### config.mk
export PLATFORM = sky130hd
export DESIGN_NAME = tile_line_renderer
export DESIGN_NICKNAME = d
export VERILOG_FILES = /design/src/rtl/tile_line_renderer.sv
export SDC_FILE = /design/constraint.sdc
export NUM_CORES = 1
export LEC_CHECK = 0
export BUFFER_PORTS_ARGS = -buffer_cell sky130_fd_sc_hd__buf_2
export CORE_MARGIN = 2
export CORE_UTILIZATION = 37
export CTS_CLUSTER_SIZE = 20
export DETAILED_ROUTE_END_ITERATION = 8
export GPL_ROUTABILITY_DRIVEN = 0
export SKIP_LAST_GASP = 1
export SLEW_MARGIN = 20
export SYNTH_ARGS = -nofsm -noshare
export SYNTH_HDL_FRONTEND = slang
export SYNTH_SLANG_ARGS = --single-unit
### constraint.sdc
create_clock -name clk -period 7.85 [get_ports clk]
set_input_delay 0 -clock clk [delete_from_list [all_inputs] [get_ports clk]]
set_output_delay 0 -clock clk [all_outputs]
set_load 0.05 [all_outputs]
### src/rtl/tile_line_renderer.sv
// Renders one scanline of a tile map: fetches each tile byte, then its graphics row,
// and emits 16 two-bit pixels per tile into the line buffer, one per cycle.
module tile_line_renderer #(
  parameter int TILE_COLS     = 40,
  parameter int VISIBLE_LINES = 480
) (
  input  logic        clk,
  input  logic        reset,
  input  logic        line_start,
  input  logic [9:0]  line_y,
  output logic [8:0]  tb_addr,
  input  logic [31:0] tb_rdata,
  output logic [10:0] tg_addr,
  input  logic [31:0] tg_rdata,
  output logic        lb_we,
  output logic [9:0]  lb_addr,
  output logic [2:0]  lb_wdata,
  output logic        busy,
  output logic        done
);

  localparam int CW  = $clog2(TILE_COLS);
  localparam int WPL = TILE_COLS / 4;

  // line_start is a single-cycle request with no ready: it is taken only in IDLE
  // and silently dropped at any other time (busy=1 tells the requester why).
  typedef enum logic [2:0] {
    IDLE, TB_REQ, TB_CAP, TG_REQ, TG_CAP, EMIT, DONE
  } state_t;

  state_t         state, state_nxt;
  logic [9:0]     line_q;
  logic [CW-1:0]  col;
  logic [3:0]     px;
  logic [7:0]     tile_q;
  logic [31:0]    gfx_q;
  logic [7:0]     lane_byte;
  logic [31:0]    gfx_sh;
  logic           last_px, last_col, line_ok;

  function automatic logic [8:0] tb_word(input logic [5:0] row, input logic [CW-1:0] c);
    return 9'(row) * 9'(WPL) + 9'(c >> 2);
  endfunction

  assign last_px  = (px == 4'd15);
  assign last_col = (col == CW'(TILE_COLS - 1));
  assign line_ok  = (32'(line_y) < VISIBLE_LINES);

  always_comb begin
    lane_byte = 8'd0;
    case (col[1:0])
      2'd0: lane_byte = tb_rdata[7:0];
      2'd1: lane_byte = tb_rdata[15:8];
      2'd2: lane_byte = tb_rdata[23:16];
      2'd3: lane_byte = tb_rdata[31:24];
      default: lane_byte = 8'd0;
    endcase
  end

  always_ff @(posedge clk or posedge reset) begin
    if (reset) state <= IDLE;
    else       state <= state_nxt;
  end

  always_comb begin
    state_nxt = state;
    case (state)
      IDLE:    if (line_start) state_nxt = line_ok ? TB_REQ : DONE;
      TB_REQ:  state_nxt = TB_CAP;
      TB_CAP:  state_nxt = TG_REQ;
      TG_REQ:  state_nxt = TG_CAP;
      TG_CAP:  state_nxt = EMIT;
      EMIT:    if (last_px) state_nxt = last_col ? DONE : TB_REQ;
      DONE:    state_nxt = IDLE;
      default: state_nxt = IDLE;
    endcase
  end

  // Addresses are registered on the way into the REQ states so they hold afterwards.
  always_ff @(posedge clk or posedge reset) begin
    if (reset) begin
      line_q  <= 10'd0;
      col     <= '0;
      px      <= 4'd0;
      tile_q  <= 8'd0;
      gfx_q   <= 32'd0;
      tb_addr <= 9'd0;
      tg_addr <= 11'd0;
    end else begin
      case (state)
        IDLE: begin
          if (line_start && line_ok) begin
            line_q  <= line_y;
            col     <= '0;
            tb_addr <= tb_word(line_y[9:4], '0);
          end
        end
        TB_CAP: begin
          tile_q  <= lane_byte;
          tg_addr <= {lane_byte[6:0], line_q[3:0]};
        end
        TG_CAP: begin
          gfx_q <= tg_rdata;
          px    <= 4'd0;
        end
        EMIT: begin
          px <= px + 4'd1;
          if (last_px && !last_col) begin
            col     <= col + CW'(1);
            tb_addr <= tb_word(line_q[9:4], col + CW'(1));
          end
        end
        default: ;
      endcase
    end
  end

  assign gfx_sh   = gfx_q >> {px, 1'b0};
  assign lb_we    = (state == EMIT);
  assign lb_addr  = 10'({col, px});
  assign lb_wdata = {tile_q[7], gfx_sh[1:0]};
  assign busy     = (state != IDLE);
  assign done     = (state == DONE);

endmodule
==> impl_metrics.json, run 1 <==
{
  "synth_nets": 461,
  "worst_hold_path_type": "input port to flip-flop",
  "coreArea_mm2": 0.0108,
  "avgRoutedWirePerCell_um": 15.3,
  "synth.area.top_cells": "dfrtp_1, mux2_2, ha_1",
  "place.port_buffers": 112,
  "ir_worst_vdd_mv": 0.0682,
  "synthToLayoutAreaGrowth_pct": 32.5,
  "cp_data_arrival_time_ns": 2.98,
  "hold_depth": 5,
  "die_height_um": 110,
  "synth_cell_type_count": 47,
  "num-fill-cells": 978,
  "cts_tree": "yes",
  "routed_wirelength_mm": 10.0,
  "ys_dominant_reg_cell": "dfrtp_1",
  "finish.instance_area_mm2": 0.00547,
  "htree_levels": 3,
  "inst_count_dp": 590,
  "run_status": "finished, final reports clean",
  "powerDensity_mw_per_mm2": 141,
  "clock_latency_ns": 0.35,
  "setup.reg_to_reg.worst_slack_ns": 5.07,
  "yosysWarnings": 0,
  "routed_wl_met3_um": 429,
  "p_switching_w": 0.000186,
  "layout.cells.most_common": "buf_2",
  "multiInputGateArea_mm2": 0.00211,
  "fin_nets": 615,
  "grt_setup_unrepaired": "false",
  "count_of_mapped_cells_out_of_synthesis": 357,
  "async_flop_share_pct": 100,
  "drt-initial-drc-count": 174,
  "switching_share_pct": 24.1,
  "setup.worst_path.end_class": "flip-flop",
  "cts-root-to-sink-buffers": 2,
  "timing.critical_path.fanout_max": 13,
  "synth_enable_flop_cells": 0,
  "post_cts_sizing": 0,
  "regArea_mm2": 0.00188,
  "chipWidth_um": 110,
  "final.setup_skew_ns": 0.00695,
  "grt_pass1_vias": 3384,
  "grt-ovfl-total": 0,
  "place_hpwl_mm": 7.15,
  "cts.reportedPaths.clkPinSlew_ns": 0.08,
  "grt_first_pass_wirelength_mm": 16.2,
  "synth_top_area_share_pct": 45.5,
  "floorplan.rows": 38,
  "max_freq_mhz": 360,
  "diodes": 0,
  "postSynthRegisterBits": 75,
  "rr_endpoint": "tb_addr[6]",
  "final_period_minus_worst_setup_slack_ns": 2.78,
  "worst_setup_startpoint": "col[0]",
  "finalHoldViolations": 0,
  "detail-route-antenna-nets": 0,
  "timing.hold.worst_endpoint": "tg_addr[4]",
  "globalRouteTotalUtil_pct": 17.6,
  "number_of_vias_per_cell_after_detailed_routing": 5.03,
  "leakagePower_nw": 2.66,
  "post-cts-setup-buffers": 0,
  "crit_type": "flip-flop to flip-flop",
  "mappedNetlistArea_mm2": 0.00413,
  "final_count_of_negative_setup_slack_endpoints": 0,
  "slew_headroom_pct": 37.2,
  "cell_depth_of_the_worst_flop_to_flop_path": 9,
  "internal-power_w": 0.000587,
  "p_comb_share_pct": 11.7,
  "wirelength_met1_mm": 4.66,
  "synth_area_per_cell_um2": 11.6,
  "synth.yosys.seq_area_share_pct": 45.5,
  "synth_top_area_cell": "dfrtp_1",
  "final_layout_size_suffix_gt1_share_pct": 36.8,
  "final_max_slew_viol_count": 0,
  "power.sequential.fraction_pct": 51.9,
  "type_of_element_launching_the_critical_path": "flip-flop",
  "setup-tns-final_ns": 0,
  "cts.sinks": 75,
  "highest_layer": "met4",
  "placement.cell_area_mm2": 0.00478,
  "worst-endpoint-required_ns": 8.05,
  "antenna_found_initial": 0,
  "firstDrtPassIters": 4,
  "die_area_mm2": 0.0120,
  "met2_wirelength_mm": 4.75,
  "worstReg2RegStart": "col[0]",
  "maxCapViolCount": 0,
  "initial_core_util_pct": 38.1,
  "holdCritStartpoint": "tb_rdata[8]",
  "grt_start_max_net_pins": 76,
  "finish.cell_count_without_fillers": 656,
  "numCtsBuffers": 9,
  "slew_at_the_pin_closest_to_its_max_slew_limit_ns": 0.942,
  "layout_common_cells": "buf_2, dfrtp_1, dlygate4sd3_1",
  "ioPinCount": 113,
  "ctsRootBufferMaster": "clkbuf_8",
  "post-route-drc-count": 0,
  "via_count": 3298,
  "clock_power_share_pct": 36.4,
  "final.period_utilization_pct": 35.4
}
state kept, by name, summed over array words and instances, names as in the netlist:
register	flops
line_q	10
gfx_q	32
tile_q	2
state	3
px	4
tb_addr	9
tg_addr	10
col	5
routing by layer:
metal,GRT usage (%),up-vias
met3,2.37,11
met5,0,-
li1,-,1599
met4,7.05,0
met1,23.4,1595
met2,29.2,93
power by group through the flow:
stage	clock, W	combinational (W)	sequential (W)
6_report	0.000281	0.0000906	0.000402
3_3_place_gp	0	0.0000709	0.000409
2_1_floorplan	0	0.0000331	0.000415
5_1_grt	0.000313	0.000100	0.000403
3_5_place_dp	0	0.0000728	0.000409
4_1_cts	0.000296	0.0000922	0.000401
worst max-delay path, cell delays in order (launching register included):
cell and delay, ns:
dfrtp_1 0.45, ha_1 0.49, nand3_1 0.16, xnor2_1 0.32
ha_1 0.30, a21o_1 0.15, a21oi_1 0.29, o21ai_0 0.14
a311oi_1 0.27, a21oi_1 0.06
through the flow:
stage	hold WS, ns	setup slack [ns]	total power, W	utilization (%)
floorplan	0.135	4.97	0.000448	-
global placement	0.225	5.18	0.000480	44.1
detailed placement	0.234	5.06	0.000482	44.1
CTS	0.0697	5.06	0.000789	50.5
global route	0.117	4.72	0.000816	50.5
finish	0.0844	5.07	0.000773	50.5
synth_stat cells (all sizes together), types with 3 or more instances:
| library cell | n |
|---|---|
| a21o | 3 |
| a21oi | 18 |
| a222oi | 8 |
| buf | 13 |
| clkbuf | 8 |
| dfrtp | 75 |
| fa | 3 |
| ha | 24 |
| inv | 11 |
| mux2 | 45 |
| mux2i | 5 |
| mux4 | 10 |
| nand2 | 32 |
| nand2b | 3 |
| nand3 | 8 |
| nand3b | 4 |
| nor2 | 18 |
| nor2b | 3 |
| nor3 | 6 |
| o21ai | 26 |
| xnor2 | 10 |
how the worst max path moves through the flow:
stage | endpoint | slack (ns) | cells past startpoint
finish | tb_addr[6] | 5.07 | 9
global route | tb_addr[6] | 4.72 | 9
CTS | tb_addr[7] | 5.06 | 9
detailed placement | tb_addr[7] | 5.06 | 9
global placement | tb_addr[6] | 5.18 | 9
floorplan | tb_addr[6] | 4.97 | 10
cell families after synthesis:
group                      count (synthesis)  synth area share, %
buffers and inverters                     33                 3.58
AOI/OAI and AO/OA                         67                 10.4
and+or+nand+nor                           84                 10.2
DFF                                       75                 45.5
adders and majority gates                 27                 8.73
muxes                                     60                 18.9
xor gates and xnor gates                  11                 2.67
final cells by class:
| class | count | area share, % |
|---|---|---|
| Clock buffer | 13 | 3.09 |
| Clock inverter | 3 | 0.389 |
| Inverter | 12 | 0.824 |
| Multi-Input combinational cell | 249 | 38.5 |
| Sequential cell | 75 | 34.3 |
| Tap cell | 140 | 3.20 |
| Timing Repair Buffer | 164 | 19.7 |
timing repair:
| action | 4_1_cts | 5_1_grt |
|---|---|---|
| hold buffers | 50 | 0 |
| setup endpoints to repair | 0 | 0 |
| hold endpoints to repair | 124 | 0 |
(Power assumes the default switching activity.)
==> inputs of run 2 (changes only) <==
clock period = 2.65 ns   (was 7.85 ns; I/O delays follow)
==> run 2 against run 1 <==
  * Sequential cell count is the same
  * Wire length grew 2.5%
  * Critical path depth shrank 1
  * Global-route usage grew 0.29 points
  * Fmax grew 10%
  * Combinational power grew to 3.0 times the previous value
  * Via count shrank 0.24%
  * Design area grew 1.1%
  * Final cell count grew 0.61%
  * Non-clock buffer count grew 5
  * Hold slack lost 0.020 ns
  * Core utilization grew 0.55 points
==> impl_metrics.json, run 2 (synthesis results as in run 1) <==
{
  "leakagePower_nw": 2.69,
  "final_layout_size_suffix_gt1_share_pct": 38.1,
  "fin_nets": 620,
  "timing.critical_path.fanout_max": 4,
  "post-route-drc-count": 0,
  "finish.instance_area_mm2": 0.00553,
  "grt_setup_unrepaired": "false",
  "crit_type": "flip-flop to flip-flop",
  "post_cts_sizing": 0,
  "layout_common_cells": "buf_2, dfrtp_1, dlygate4sd3_1",
  "run_status": "finished, final reports clean",
  "worst_hold_path_type": "input port to flip-flop",
  "ioPinCount": 113,
  "numCtsBuffers": 9,
  "final_max_slew_viol_count": 0,
  "powerDensity_mw_per_mm2": 423,
  "grt-ovfl-total": 0,
  "ir_worst_vdd_mv": 0.272,
  "final.setup_skew_ns": 0.00853,
  "placement.cell_area_mm2": 0.00484,
  "max_freq_mhz": 397,
  "detail-route-antenna-nets": 0,
  "chipWidth_um": 110,
  "cts_tree": "yes",
  "synthToLayoutAreaGrowth_pct": 33.9,
  "post-cts-setup-buffers": 0,
  "cp_data_arrival_time_ns": 2.76,
  "setup.worst_path.end_class": "flip-flop",
  "cts.sinks": 75,
  "slew_headroom_pct": 46.8,
  "antenna_found_initial": 0,
  "final_period_minus_worst_setup_slack_ns": 2.52,
  "via_count": 3290,
  "die_height_um": 110,
  "grt_first_pass_wirelength_mm": 16.2,
  "diodes": 0,
  "die_area_mm2": 0.0120,
  "finalHoldViolations": 0,
  "setup-tns-final_ns": 0,
  "avgRoutedWirePerCell_um": 15.5,
  "fin_util_pct": 51.0,
  "place.port_buffers": 112,
  "coreArea_mm2": 0.0108,
  "ctsRootBufferMaster": "clkbuf_8",
  "hold_depth": 5,
  "number_of_vias_per_cell_after_detailed_routing": 4.98,
  "htree_levels": 3,
  "layout.cells.most_common": "buf_2",
  "grt_pass1_vias": 3372,
  "type_of_element_launching_the_critical_path": "flip-flop",
  "routed_wirelength_mm": 10.3,
  "clock_latency_ns": 0.36,
  "final.period_utilization_pct": 95.0,
  "cts.reportedPaths.clkPinSlew_ns": 0.08,
  "holdBufCountCts": 50,
  "floorplan.rows": 38,
  "cts-root-to-sink-buffers": 2,
  "place_hpwl_mm": 7.19,
  "worst-endpoint-required_ns": 2.89,
  "grt_start_max_net_pins": 41,
  "cell_depth_of_the_worst_flop_to_flop_path": 8,
  "firstDrtPassIters": 5,
  "drt-initial-drc-count": 165,
  "biggestRegsByFlops": "gfx_q (32), line_q (10), tg_addr (10)",
  "max_flop_register": "gfx_q",
  "largest_register_ff_count": 32,
  "hold-worst-slack_ns": 0.0649,
  "maxCapViolCount": 0,
  "initial_core_util_pct": 38.1,
  "final_count_of_negative_setup_slack_endpoints": 0,
  "slew_at_the_pin_closest_to_its_max_slew_limit_ns": 0.797,
  "globalRouteTotalUtil_pct": 17.9
}
## run 2: cell types whose count changed in the layout (fill, tap and decap cells not counted), sizes merged
cell      change
buf           +5
bufinv        +1
clkbuf        -4
clkinv        +2
clkinvlp      -1
inv           +1
## run 2: report_power, final
part / leakage [nW] / switching [W] / internal [W]
Clock: 0.0994 / 0.000446 / 0.000433
Combinational: 1.70 / 0.000123 / 0.000149
Sequential: 0.897 / 0.0000148 / 0.00117
## run 2: layout make-up
class,count,area (um^2)
fill,990,5310
multi-input combinational,249,2110
sequential,75,1880
timing repair buffer,169,1130
tap,140,175
clock buffer,9,124
clock inverter,6,66.3
inverter,12,45.0
## run 2: worst max-delay path, stage by stage, from the launching register on
cell	delay (ns)
dfrtp_1	0.43
ha_1	0.32
ha_1	0.23
fa_1	0.41
xnor2_1	0.17
nor4bb_1	0.34
xnor3_1	0.27
mux2i_1	0.13
o21ai_0	0.09
## run 2: final timing paths
path,start,to,slack [ns]
setup / recovery,line_q[5],tb_addr[7],0.13
hold / removal,tb_rdata[14],tile_q[6],0.06
setup reg to reg,line_q[5],tb_addr[7],0.13
hold reg to reg,tb_addr[2],tb_addr[2],0.48
max in group asynchronous,reset,line_q[6],1.60
min in group asynchronous,reset,gfx_q[26],0.36
## run 2: layer usage
layer	global-route usage, %	share of wire, %	vias up
met1	22.4	46	1568
li1	-	-	1619
met5	0	0	-
met3	3.32	5.0	11
met2	30.2	48	92
met4	8.14	1.8	0
## run 2: through the flow
step / worst slack (ns) / std cells / power [W]
2_1_floorplan: 0.00610 / 357 / 0.00133
3_3_place_gp: 0.199 / 595 / 0.00142
3_5_place_dp: 0.154 / 595 / 0.00143
4_1_cts: 0.128 / 660 / 0.00237
5_1_grt: 0.0420 / 660 / 0.00245
6_report: 0.132 / 660 / 0.00234
==> inputs of run 3 (changes only) <==
CELL_PAD_IN_SITES_DETAIL_PLACEMENT = 0   (was default)
CELL_PAD_IN_SITES_GLOBAL_PLACEMENT = 2   (was default)
CORE_UTILIZATION = 33   (was 37)
PLACE_DENSITY_LB_ADDON = 0.1   (was default)
==> run 3 against run 2 <==
  * Design area up 3.4%
  * Fmax increased by 2.0%
  * Via count down 0.12%
  * Setup slack better by 0.050 ns
  * Non-clock buffer count increased by 7
  * Critical path depth down 1
==> impl_metrics.json, run 3 (synthesis results as in run 1) <==
{
  "diodes": 0,
  "grt_setup_unrepaired": "false",
  "hold_depth": 5,
  "place_hpwl_mm": 7.53,
  "slowest_delay_ns": 0.56,
  "max_freq_mhz": 405,
  "totalPowerFinal_w": 0.00265,
  "firstDrtPassIters": 4,
  "die_height_um": 116,
  "cts-root-to-sink-buffers": 2,
  "maxCapViolCount": 0,
  "finalHoldViolations": 0,
  "timing.hold.worst_endpoint": "tile_q[6]",
  "grt_pass1_vias": 3355,
  "post-cts-setup-buffers": 0,
  "crit_type": "flip-flop to flip-flop",
  "holdCritStartpoint": "tb_rdata[14]",
  "globalRouteTotalUtil_pct": 16.6,
  "largest_register_ff_count": 32,
  "chipWidth_um": 116,
  "grt_first_pass_wirelength_mm": 16.9,
  "cts_tree": "yes",
  "layout_common_cells": "buf_2, dfrtp_1, dlygate4sd3_1",
  "fin_util_pct": 47.2,
  "die_area_mm2": 0.0134,
  "fin_nets": 627,
  "powerDensity_mw_per_mm2": 464,
  "avgRoutedWirePerCell_um": 15.0,
  "ctsRootBufferMaster": "clkbuf_16",
  "via_count": 3286,
  "cts.sinks": 75,
  "initial_core_util_pct": 34.1,
  "biggestRegsByFlops": "gfx_q (32), line_q (10), tg_addr (10)",
  "routed_wirelength_mm": 10.4,
  "number_of_vias_per_cell_after_detailed_routing": 4.72,
  "grt-ovfl-total": 0,
  "slew_at_the_pin_closest_to_its_max_slew_limit_ns": 0.838,
  "cp_data_arrival_time_ns": 2.68,
  "post-route-drc-count": 0,
  "run_status": "finished, final reports clean",
  "cell_depth_of_the_worst_flop_to_flop_path": 7,
  "layout.cells.most_common": "buf_2",
  "cp_slowest_cell": "fa_2",
  "slew_headroom_pct": 44.1,
  "rr_endpoint": "tb_addr[7]",
  "timing.critical_path.cells": "ha_1, ha_1, fa_2, nor4bb_1, xnor3_1, mux2i_1, o21ai_0",
  "cp.buffers_inverters": 0,
  "final.period_utilization_pct": 93.2,
  "worst-endpoint-required_ns": 2.86,
  "setup.reg_to_reg.worst_slack_ns": 0.18,
  "final.setup_skew_ns": 0.00646,
  "ioPinCount": 113,
  "setup.worst_path.end_class": "flip-flop",
  "detail-route-antenna-nets": 0,
  "drt-initial-drc-count": 142,
  "grt_start_max_net_pins": 40,
  "htree_levels": 3,
  "coreArea_mm2": 0.0121,
  "final_count_of_negative_setup_slack_endpoints": 0,
  "place.port_buffers": 112,
  "leakagePower_nw": 2.76,
  "cp_top_family": "adder cells",
  "max_flop_register": "gfx_q",
  "synthToLayoutAreaGrowth_pct": 38.5,
  "floorplan.rows": 40,
  "final_layout_size_suffix_gt1_share_pct": 39.4,
  "worst_hold_path_type": "input port to flip-flop",
  "cts.reportedPaths.clkPinSlew_ns": 0.06,
  "setup-tns-final_ns": 0,
  "worstReg2RegStart": "line_q[5]",
  "timing.critical_path.fanout_max": 4,
  "final_period_minus_worst_setup_slack_ns": 2.47,
  "type_of_element_launching_the_critical_path": "flip-flop",
  "final_max_slew_viol_count": 0,
  "antenna_found_initial": 0,
  "ir_worst_vdd_mv": 0.251,
  "numCtsBuffers": 9,
  "path_common_cell": "ha_1",
  "clock_latency_ns": 0.34
}
-- run 3: report_power, final --
part / switching (W) / leakage, nW / internal [W]
clock network: 0.000523 / 0.139 / 0.000668
registers: 0.0000143 / 0.895 / 0.00118
logic: 0.000121 / 1.72 / 0.000148
-- run 3: how the worst max path moves through the flow --
stage	cells after the start	startpoint	to
finish	7	line_q[5]	tb_addr[7]
global route	8	col[0]	tb_addr[6]
CTS	8	line_q[5]	tb_addr[7]
detailed placement	8	line_q[5]	tb_addr[7]
global placement	8	line_q[5]	tb_addr[7]
floorplan	10	col[0]	tb_addr[6]
-- run 3: metal layers --
layer / vias up / track usage, % / part of all wire, %
met5: - / 0 / 0
met4: 0 / 6.83 / 2.2
met3: 17 / 3.71 / 4.3
met2: 79 / 26.0 / 44
met1: 1564 / 22.4 / 49
li1: 1626 / - / -
-- run 3: repair_timing --
item	4_1_cts	5_1_grt
hold buffers	50	0
endpoints found under the setup margin	0	1
hold endpoints to repair	85	0
gates resized for setup	0	2
-- run 3: area by class of cell --
cell class                      instances  area, um^2
Fill cell                            1188        6390
Multi-Input combinational cell        249        2120
Tap cell                              168         210
Clock buffer                           10         239
Sequential cell                        75        1880
Inverter                               12        45.0
Timing Repair Buffer                  176        1180
Clock inverter                          6        47.5
-- run 3: per-stage QoR --
step	instances	worst slack, ns	hold slack, ns	instance area (um^2)
detailed placement	630	0.200	0.212	4930
global route	696	0.0158	0.127	5720
CTS	696	0.176	0.0761	5710
finish	696	0.181	0.0860	5720
floorplan	357	0.00610	0.135	4140
global placement	630	0.227	0.217	4930
-- run 3: worst min-delay path: cells and delay by family --
kind	cells	cell delay, ns
compound gates	3	0.23
simple gates	1	0.08
buf+inv	1	0.08
